### src/rtl/axi_lite_master_pkg.sv
// Shared AXI-lite definitions and master FSM types.
//   - AXI bus-width macros and response encodings (guarded, global to the
//     compilation unit so every AXI block sees the same values).
//   - axi_mst_state_t: state encoding of the single-outstanding master,
//     shared so IFU/LSU logic can decode master status.
//   - is_wait_state(): states in which the master waits on the slave.

`ifndef AXI_DEFINES_SVH
`define AXI_DEFINES_SVH
`define AXI_ADDR_BUS    31:0
`define AXI_DATA_BUS    31:0
`define AXI_WSTRB_BUS   3:0
`define AXI_RESP_BUS    1:0
`define AXI_RESP_OKAY   2'b00
`define AXI_RESP_SLVERR 2'b10
`endif

package axi_lite_master_pkg;

  typedef enum logic [2:0] {
    IDLE         = 3'd0,
    RD_ADDR      = 3'd1,
    RD_DATA      = 3'd2,
    WR_ADDR_DATA = 3'd3,
    WR_RESP      = 3'd4,
    RESP         = 3'd5
  } axi_mst_state_t;

  // States in which progress depends on the slave; the watchdog runs here.
  function automatic logic is_wait_state(input axi_mst_state_t s);
    return (s == RD_ADDR) || (s == RD_DATA) ||
           (s == WR_ADDR_DATA) || (s == WR_RESP);
  endfunction

endpackage

### src/rtl/axi_lite_master.sv
// AXI-lite initiator bridging a single-beat core request/response port.
// One transaction outstanding at a time; a sticky watchdog flags a slave
// that stalls in any wait state for TIMEOUT_CYCLES cycles (0 disables it).
//
// Ports:
//   clk, rst                      clock, asynchronous active-high reset
//   req_valid/req_ready           core request handshake (req_ready = IDLE)
//   req_we/req_addr/req_wdata/req_wstrb  request payload
//   resp_valid/resp_ready         core response handshake
//   resp_rdata/resp_err           response payload (rdata 0 for writes)
//   timeout                       sticky watchdog flag
//   ar*/r*/aw*/w*/b*              AXI-lite initiator channels

module axi_lite_master
  import axi_lite_master_pkg::*;
#(
  parameter int unsigned TIMEOUT_CYCLES = 1024
) (
  input  logic                  clk,
  input  logic                  rst,
  input  logic                  req_valid,
  output logic                  req_ready,
  input  logic                  req_we,
  input  logic [`AXI_ADDR_BUS]  req_addr,
  input  logic [`AXI_DATA_BUS]  req_wdata,
  input  logic [`AXI_WSTRB_BUS] req_wstrb,
  output logic                  resp_valid,
  input  logic                  resp_ready,
  output logic [`AXI_DATA_BUS]  resp_rdata,
  output logic                  resp_err,
  output logic                  timeout,
  output logic [`AXI_ADDR_BUS]  araddr,
  output logic                  arvalid,
  input  logic                  arready,
  input  logic [`AXI_DATA_BUS]  rdata,
  input  logic [`AXI_RESP_BUS]  rresp,
  input  logic                  rvalid,
  output logic                  rready,
  output logic [`AXI_ADDR_BUS]  awaddr,
  output logic                  awvalid,
  input  logic                  awready,
  output logic [`AXI_DATA_BUS]  wdata,
  output logic [`AXI_WSTRB_BUS] wstrb,
  output logic                  wvalid,
  input  logic                  wready,
  input  logic [`AXI_RESP_BUS]  bresp,
  input  logic                  bvalid,
  output logic                  bready
);

  // Watchdog counts 0..TIMEOUT_CYCLES-1 and then parks at the top value.
  localparam int unsigned WD_LIMIT = (TIMEOUT_CYCLES == 0) ? 0 : TIMEOUT_CYCLES - 1;
  localparam int unsigned WD_W     = (WD_LIMIT > 1) ? $clog2(WD_LIMIT + 1) : 1;
  localparam logic [WD_W-1:0] WD_MAX = WD_W'(WD_LIMIT);

  axi_mst_state_t         state_q, state_d;
  logic [`AXI_ADDR_BUS]   addr_q, addr_d;
  logic [`AXI_DATA_BUS]   wdata_q, wdata_d;
  logic [`AXI_WSTRB_BUS]  wstrb_q, wstrb_d;
  logic                   arvalid_q, arvalid_d;
  logic                   rready_q, rready_d;
  logic                   awvalid_q, awvalid_d;
  logic                   wvalid_q, wvalid_d;
  logic                   bready_q, bready_d;
  logic                   aw_done_q, aw_done_d;
  logic                   w_done_q, w_done_d;
  logic                   resp_valid_q, resp_valid_d;
  logic [`AXI_DATA_BUS]   resp_rdata_q, resp_rdata_d;
  logic                   resp_err_q, resp_err_d;
  logic                   timeout_q, timeout_d;
  logic [WD_W-1:0]        wd_cnt_q, wd_cnt_d;

  logic ar_hs, r_hs, aw_hs, w_hs, b_hs;

  assign ar_hs = arvalid_q && arready;
  assign r_hs  = rvalid && rready_q;
  assign aw_hs = awvalid_q && awready;
  assign w_hs  = wvalid_q && wready;
  assign b_hs  = bvalid && bready_q;

  assign req_ready  = (state_q == IDLE);
  assign araddr     = addr_q;
  assign awaddr     = addr_q;
  assign wdata      = wdata_q;
  assign wstrb      = wstrb_q;
  assign arvalid    = arvalid_q;
  assign rready     = rready_q;
  assign awvalid    = awvalid_q;
  assign wvalid     = wvalid_q;
  assign bready     = bready_q;
  assign resp_valid = resp_valid_q;
  assign resp_rdata = resp_rdata_q;
  assign resp_err   = resp_err_q;
  assign timeout    = timeout_q;

  always_comb begin
    state_d      = state_q;
    addr_d       = addr_q;
    wdata_d      = wdata_q;
    wstrb_d      = wstrb_q;
    arvalid_d    = arvalid_q;
    rready_d     = rready_q;
    awvalid_d    = awvalid_q;
    wvalid_d     = wvalid_q;
    bready_d     = bready_q;
    aw_done_d    = aw_done_q;
    w_done_d     = w_done_q;
    resp_valid_d = resp_valid_q;
    resp_rdata_d = resp_rdata_q;
    resp_err_d   = resp_err_q;
    timeout_d    = timeout_q;
    wd_cnt_d     = wd_cnt_q;

    case (state_q)
      IDLE: begin
        if (req_valid) begin
          addr_d  = req_addr;
          wdata_d = req_wdata;
          wstrb_d = req_wstrb;
          if (req_we) begin
            awvalid_d = 1'b1;
            wvalid_d  = 1'b1;
            aw_done_d = 1'b0;
            w_done_d  = 1'b0;
            state_d   = WR_ADDR_DATA;
          end else begin
            arvalid_d = 1'b1;
            state_d   = RD_ADDR;
          end
        end
      end
      RD_ADDR: begin
        if (ar_hs) begin
          arvalid_d = 1'b0;
          rready_d  = 1'b1;
          state_d   = RD_DATA;
        end
      end
      RD_DATA: begin
        if (r_hs) begin
          resp_rdata_d = rdata;
          resp_err_d   = (rresp != `AXI_RESP_OKAY);
          rready_d     = 1'b0;
          resp_valid_d = 1'b1;
          state_d      = RESP;
        end
      end
      WR_ADDR_DATA: begin
        // AW and W complete independently; move on once both have.
        if (aw_hs) begin
          awvalid_d = 1'b0;
          aw_done_d = 1'b1;
        end
        if (w_hs) begin
          wvalid_d = 1'b0;
          w_done_d = 1'b1;
        end
        if ((aw_done_q || aw_hs) && (w_done_q || w_hs)) begin
          bready_d = 1'b1;
          state_d  = WR_RESP;
        end
      end
      WR_RESP: begin
        if (b_hs) begin
          resp_err_d   = (bresp != `AXI_RESP_OKAY);
          resp_rdata_d = '0;
          bready_d     = 1'b0;
          resp_valid_d = 1'b1;
          state_d      = RESP;
        end
      end
      RESP: begin
        if (resp_ready) begin
          resp_valid_d = 1'b0;
          state_d      = IDLE;
        end
      end
      default: begin
        state_d      = IDLE;
        arvalid_d    = 1'b0;
        rready_d     = 1'b0;
        awvalid_d    = 1'b0;
        wvalid_d     = 1'b0;
        bready_d     = 1'b0;
        resp_valid_d = 1'b0;
      end
    endcase

    // Watchdog: restart on entering a wait state, count while in one.
    if (is_wait_state(state_d) && (state_d != state_q)) begin
      wd_cnt_d = '0;
    end else if (is_wait_state(state_q) && (wd_cnt_q != WD_MAX)) begin
      wd_cnt_d = wd_cnt_q + 1'b1;
    end
    if ((TIMEOUT_CYCLES != 0) && is_wait_state(state_q) && (wd_cnt_q == WD_MAX)) begin
      timeout_d = 1'b1;
    end
  end

  // ---- register stage ----
  always_ff @(posedge clk or posedge rst) begin
    if (rst) begin
      state_q      <= IDLE;
      addr_q       <= '0;
      wdata_q      <= '0;
      wstrb_q      <= '0;
      arvalid_q    <= 1'b0;
      rready_q     <= 1'b0;
      awvalid_q    <= 1'b0;
      wvalid_q     <= 1'b0;
      bready_q     <= 1'b0;
      aw_done_q    <= 1'b0;
      w_done_q     <= 1'b0;
      resp_valid_q <= 1'b0;
      resp_rdata_q <= '0;
      resp_err_q   <= 1'b0;
      timeout_q    <= 1'b0;
      wd_cnt_q     <= '0;
    end else begin
      state_q      <= state_d;
      addr_q       <= addr_d;
      wdata_q      <= wdata_d;
      wstrb_q      <= wstrb_d;
      arvalid_q    <= arvalid_d;
      rready_q     <= rready_d;
      awvalid_q    <= awvalid_d;
      wvalid_q     <= wvalid_d;
      bready_q     <= bready_d;
      aw_done_q    <= aw_done_d;
      w_done_q     <= w_done_d;
      resp_valid_q <= resp_valid_d;
      resp_rdata_q <= resp_rdata_d;
      resp_err_q   <= resp_err_d;
      timeout_q    <= timeout_d;
      wd_cnt_q     <= wd_cnt_d;
    end
  end

endmodule

### config.mk
export PLATFORM = sky130hd
export DESIGN_NAME = axi_lite_master
export DESIGN_NICKNAME = d
export VERILOG_FILES = /design/src/rtl/axi_lite_master_pkg.sv /design/src/rtl/axi_lite_master.sv
export SDC_FILE = /design/constraint.sdc
export NUM_CORES = 1
export LEC_CHECK = 0
export CORE_MARGIN = 2
export CORE_UTILIZATION = 41
export CTS_CLUSTER_DIAMETER = 100
export DETAILED_ROUTE_END_ITERATION = 16
export PLACE_DENSITY = 0.81
export SYNTH_ARGS = -nofsm -noshare
export SYNTH_HDL_FRONTEND = slang
export SYNTH_SLANG_ARGS = --single-unit
### constraint.sdc
create_clock -name clk -period 4.5 [get_ports clk]
set_input_delay 0.675 -clock clk [delete_from_list [all_inputs] [get_ports clk]]
set_output_delay 0.675 -clock clk [all_outputs]
set_load 0.05 [all_outputs]
==> run summary <==
Resize count post-CTS -> 0
Post-synthesis cell type count -> 51
Number of I/O pins -> 255
Top-count cell post-synth -> dfrtp_1
Worst Reg-to-Reg Cells -> 6
Initial cell density of the core -> 41.9%
Overall track demand over capacity in global routing -> 21.9%
Critical path required time -> 3.83 ns
Number of detailed-routing iterations run before antenna repair -> 4
Syn Std Cell Area -> 0.00528 sq mm
Max frequency -> 0.324 GHz
Worst-path maximum fanout -> 21
Detail Placement HPWL -> 10.4 mm
Mapped Nets -> 510
Worst-path clk slew -> 0.05 ns
TritonCTS Buffers -> 17
Number of antenna-violating nets in the routed design -> 0
DRC viols -> 0
Number of global-route vias before repair -> 4488
FFs w/ async S/R, synth -> 100%
Slew headroom -> 38.9%
Detailed Route WL -> 14.6 mm
Max capacitance violation total -> 0
Share of Yosys cell area claimed by the top area cell type -> 58.3%
Worst Path Class, Setup -> flop to primary output
Wire length per cell after detailed routing -> 18.3 um
Final sum of negative setup slack -> 0 ns
Final hold vios -> 0
Max-slew violation count -> 0
CTS tree -> built
Overall via count from detail_route -> 4105
Clock buffer depth -> 2
P&R area growth vs syn -> 58.2%
Initial drt markers -> 212
Part of the cycle the worst path needs -> 68.6%
YS warnings -> 0
Number of antenna violations at the first check in global routing -> 0
Antenna diodes -> 0
RD Place Congestion -> 0.858
Cell count of the worst hold path -> 2
Xor and xnor fraction of the mapped netlist area -> 1.33%
Synth Flop Type -> dfrtp_1
Number of input and output port buffers inserted -> 254
Overflow after GRT -> 0
Setup crit end kind -> primary output
Critical R2R Capture -> wd_cnt_q[6]
RR Startpoint -> state_q[0]
Fraction of final layout cells sized beyond drive strength 1 -> 18.1%
Placement Rows -> 41
Root Buffer -> clkbuf_16
Library cell with the largest summed area after synthesis -> dfrtp_1
Number of synthesized flops with an enable pin -> 0
Outcome -> finished clean
Actual slew at the worst max-slew pin -> 0.917 ns
Synthesis-stage register bit count -> 123
Final non-filler cell total -> 802
Footprint of the multi-input gates -> 0.00187 sq mm
Hold-fix buffer count after cts -> 0
Dominant combinational cell family by area after synthesis -> multiplexers
Width of the chip -> 118 um
Hold path start -> resp_err
Worst reg-to-reg setup slack -> 1.66 ns
Final-report setup violation count -> 0
Register area -> 0.00308 sq mm
Multiplexer share of the synthesized area -> 14.9%
Buffer count from post-CTS setup fixing -> 0
Global-route wire length before repair -> 23.6 mm
CORE AREA -> 0.0126 sq mm
Number of vias per cell after detailed routing -> 5.12
Setup repair after global routing missed its margin -> false
Worst Setup Start Kind -> flop
Clock latency of the later-clocked register in the worst-skew pair -> 0.41 ns
Mean cell area of the mapped netlist -> 13.5 sq um
Largest cells by area after synthesis -> dfrtp_1 58%, mux2_2 14%, a22o_1 5.3%, buf_4 4.7%, xor2_1 1.2%
H-tree levels -> 4
Post-synth top cells -> 123 x dfrtp_1, 68 x mux2_2, 33 x buf_4, 32 x a22o_1
Pin count of the biggest net entering global routing -> 76
Die Footprint -> 0.0138 sq mm
Number of instances in the synthesized netlist -> 392
Share of synthesized area occupied by flip-flops and latches -> 58.3%
Area fraction in compound gates after synthesis -> 11.5%
Post-Route Skew -> 0.00490 ns
Inst Count DP -> 770
Adder-Cell Fraction of Synth Area -> 0.947%
Worst Path Arrival -> 2.41 ns
Worst hold path class -> flop to flop
Net count of the finished layout -> 735
Sink Count -> 123
Minimum clock period -> 3.09 ns
Number of fill cells in the layout -> 977
Worst-case hold path end point -> resp_err
Height of the die -> 118 um
Area fraction in and, or, nand and nor cells after synthesis -> 6.61%
## logic make-up after synthesis
group | after synthesis
adders and majority gates | 4
xor gates and xnor gates | 8
muxes | 70
AOI/OAI and AO/OA | 71
and+or+nand+nor | 59
DFF | 123
buffers and inverters | 57
## layer usage
metal  global-route usage [%]  part of all wire [%]  vias to the layer above  wire length, um
met4                     9.86                   2.8                        0              412
met1                     24.7                    38                     2047             5610
li1                         -                     -                     1843                -
met5                        0                     0                        -                0
met3                     7.51                   7.2                       33             1060
met2                     37.6                    52                      182             7560
## critical path, cell delays in order, from the launching register on
cell and delay, ns:
dfrtp_1 0.61, nor3_1 0.49, clkdlybuf4s50_1 0.90
## state kept, by name, indices dropped and copies added (netlist names), 3 cells and up
name	cells
araddr	32
resp_rdata	32
wdata	32
wd_cnt_q	10
wstrb	4
state_q	3
## stage by stage
stage / hold WS, ns / area, sq um / setup slack [ns] / util, %
finish: 0.474 / 8360 / 1.41 / 66.2
global route: 0.514 / 8360 / 1.24 / 66.2
CTS: 0.477 / 8360 / 1.38 / 66.2
detailed placement: 0.465 / 7770 / 1.36 / 61.6
global placement: 0.465 / 7770 / 1.49 / 61.6
floorplan: 0.467 / 5280 / 0.554 / -
## layout make-up
class	instances	share of cell area (%)
well taps	172	2.58
inverters	5	0.255
flip-flops and latches	123	36.8
clock inverters	7	0.719
multi-input cells	212	22.4
repair buffers	258	30.9
clock buffers	25	6.29
## layout by cell type, fill, tap and decap left out, types with 4 or more instances in the layout
cell type,count
o21a_1,4
ha_1,4
xor2_1,7
a21oi_1,7
a22o_1,32
clkinv_2,6
clkbuf_8,7
o21ai_0,5
clkdlybuf4s50_1,254
clkbuf_16,17
nor3b_1,4
nand2_1,13
nor2_1,13
dfrtp_1,123
mux2_2,68
## worst max-delay path by stage
stage	start	to	slack [ns]
after floorplan	rst	araddr[0]	0.55
after global placement	rvalid	wd_cnt_q[3]	1.49
after detailed placement	rvalid	wd_cnt_q[6]	1.36
after CTS	state_q[2]	req_ready	1.38
after global routing	state_q[2]	req_ready	1.24
final	state_q[2]	req_ready	1.41
Power is left out: the tool's default activity adds up to more than one toggle a clock period on the data nets, which glitch-free logic cannot reach.
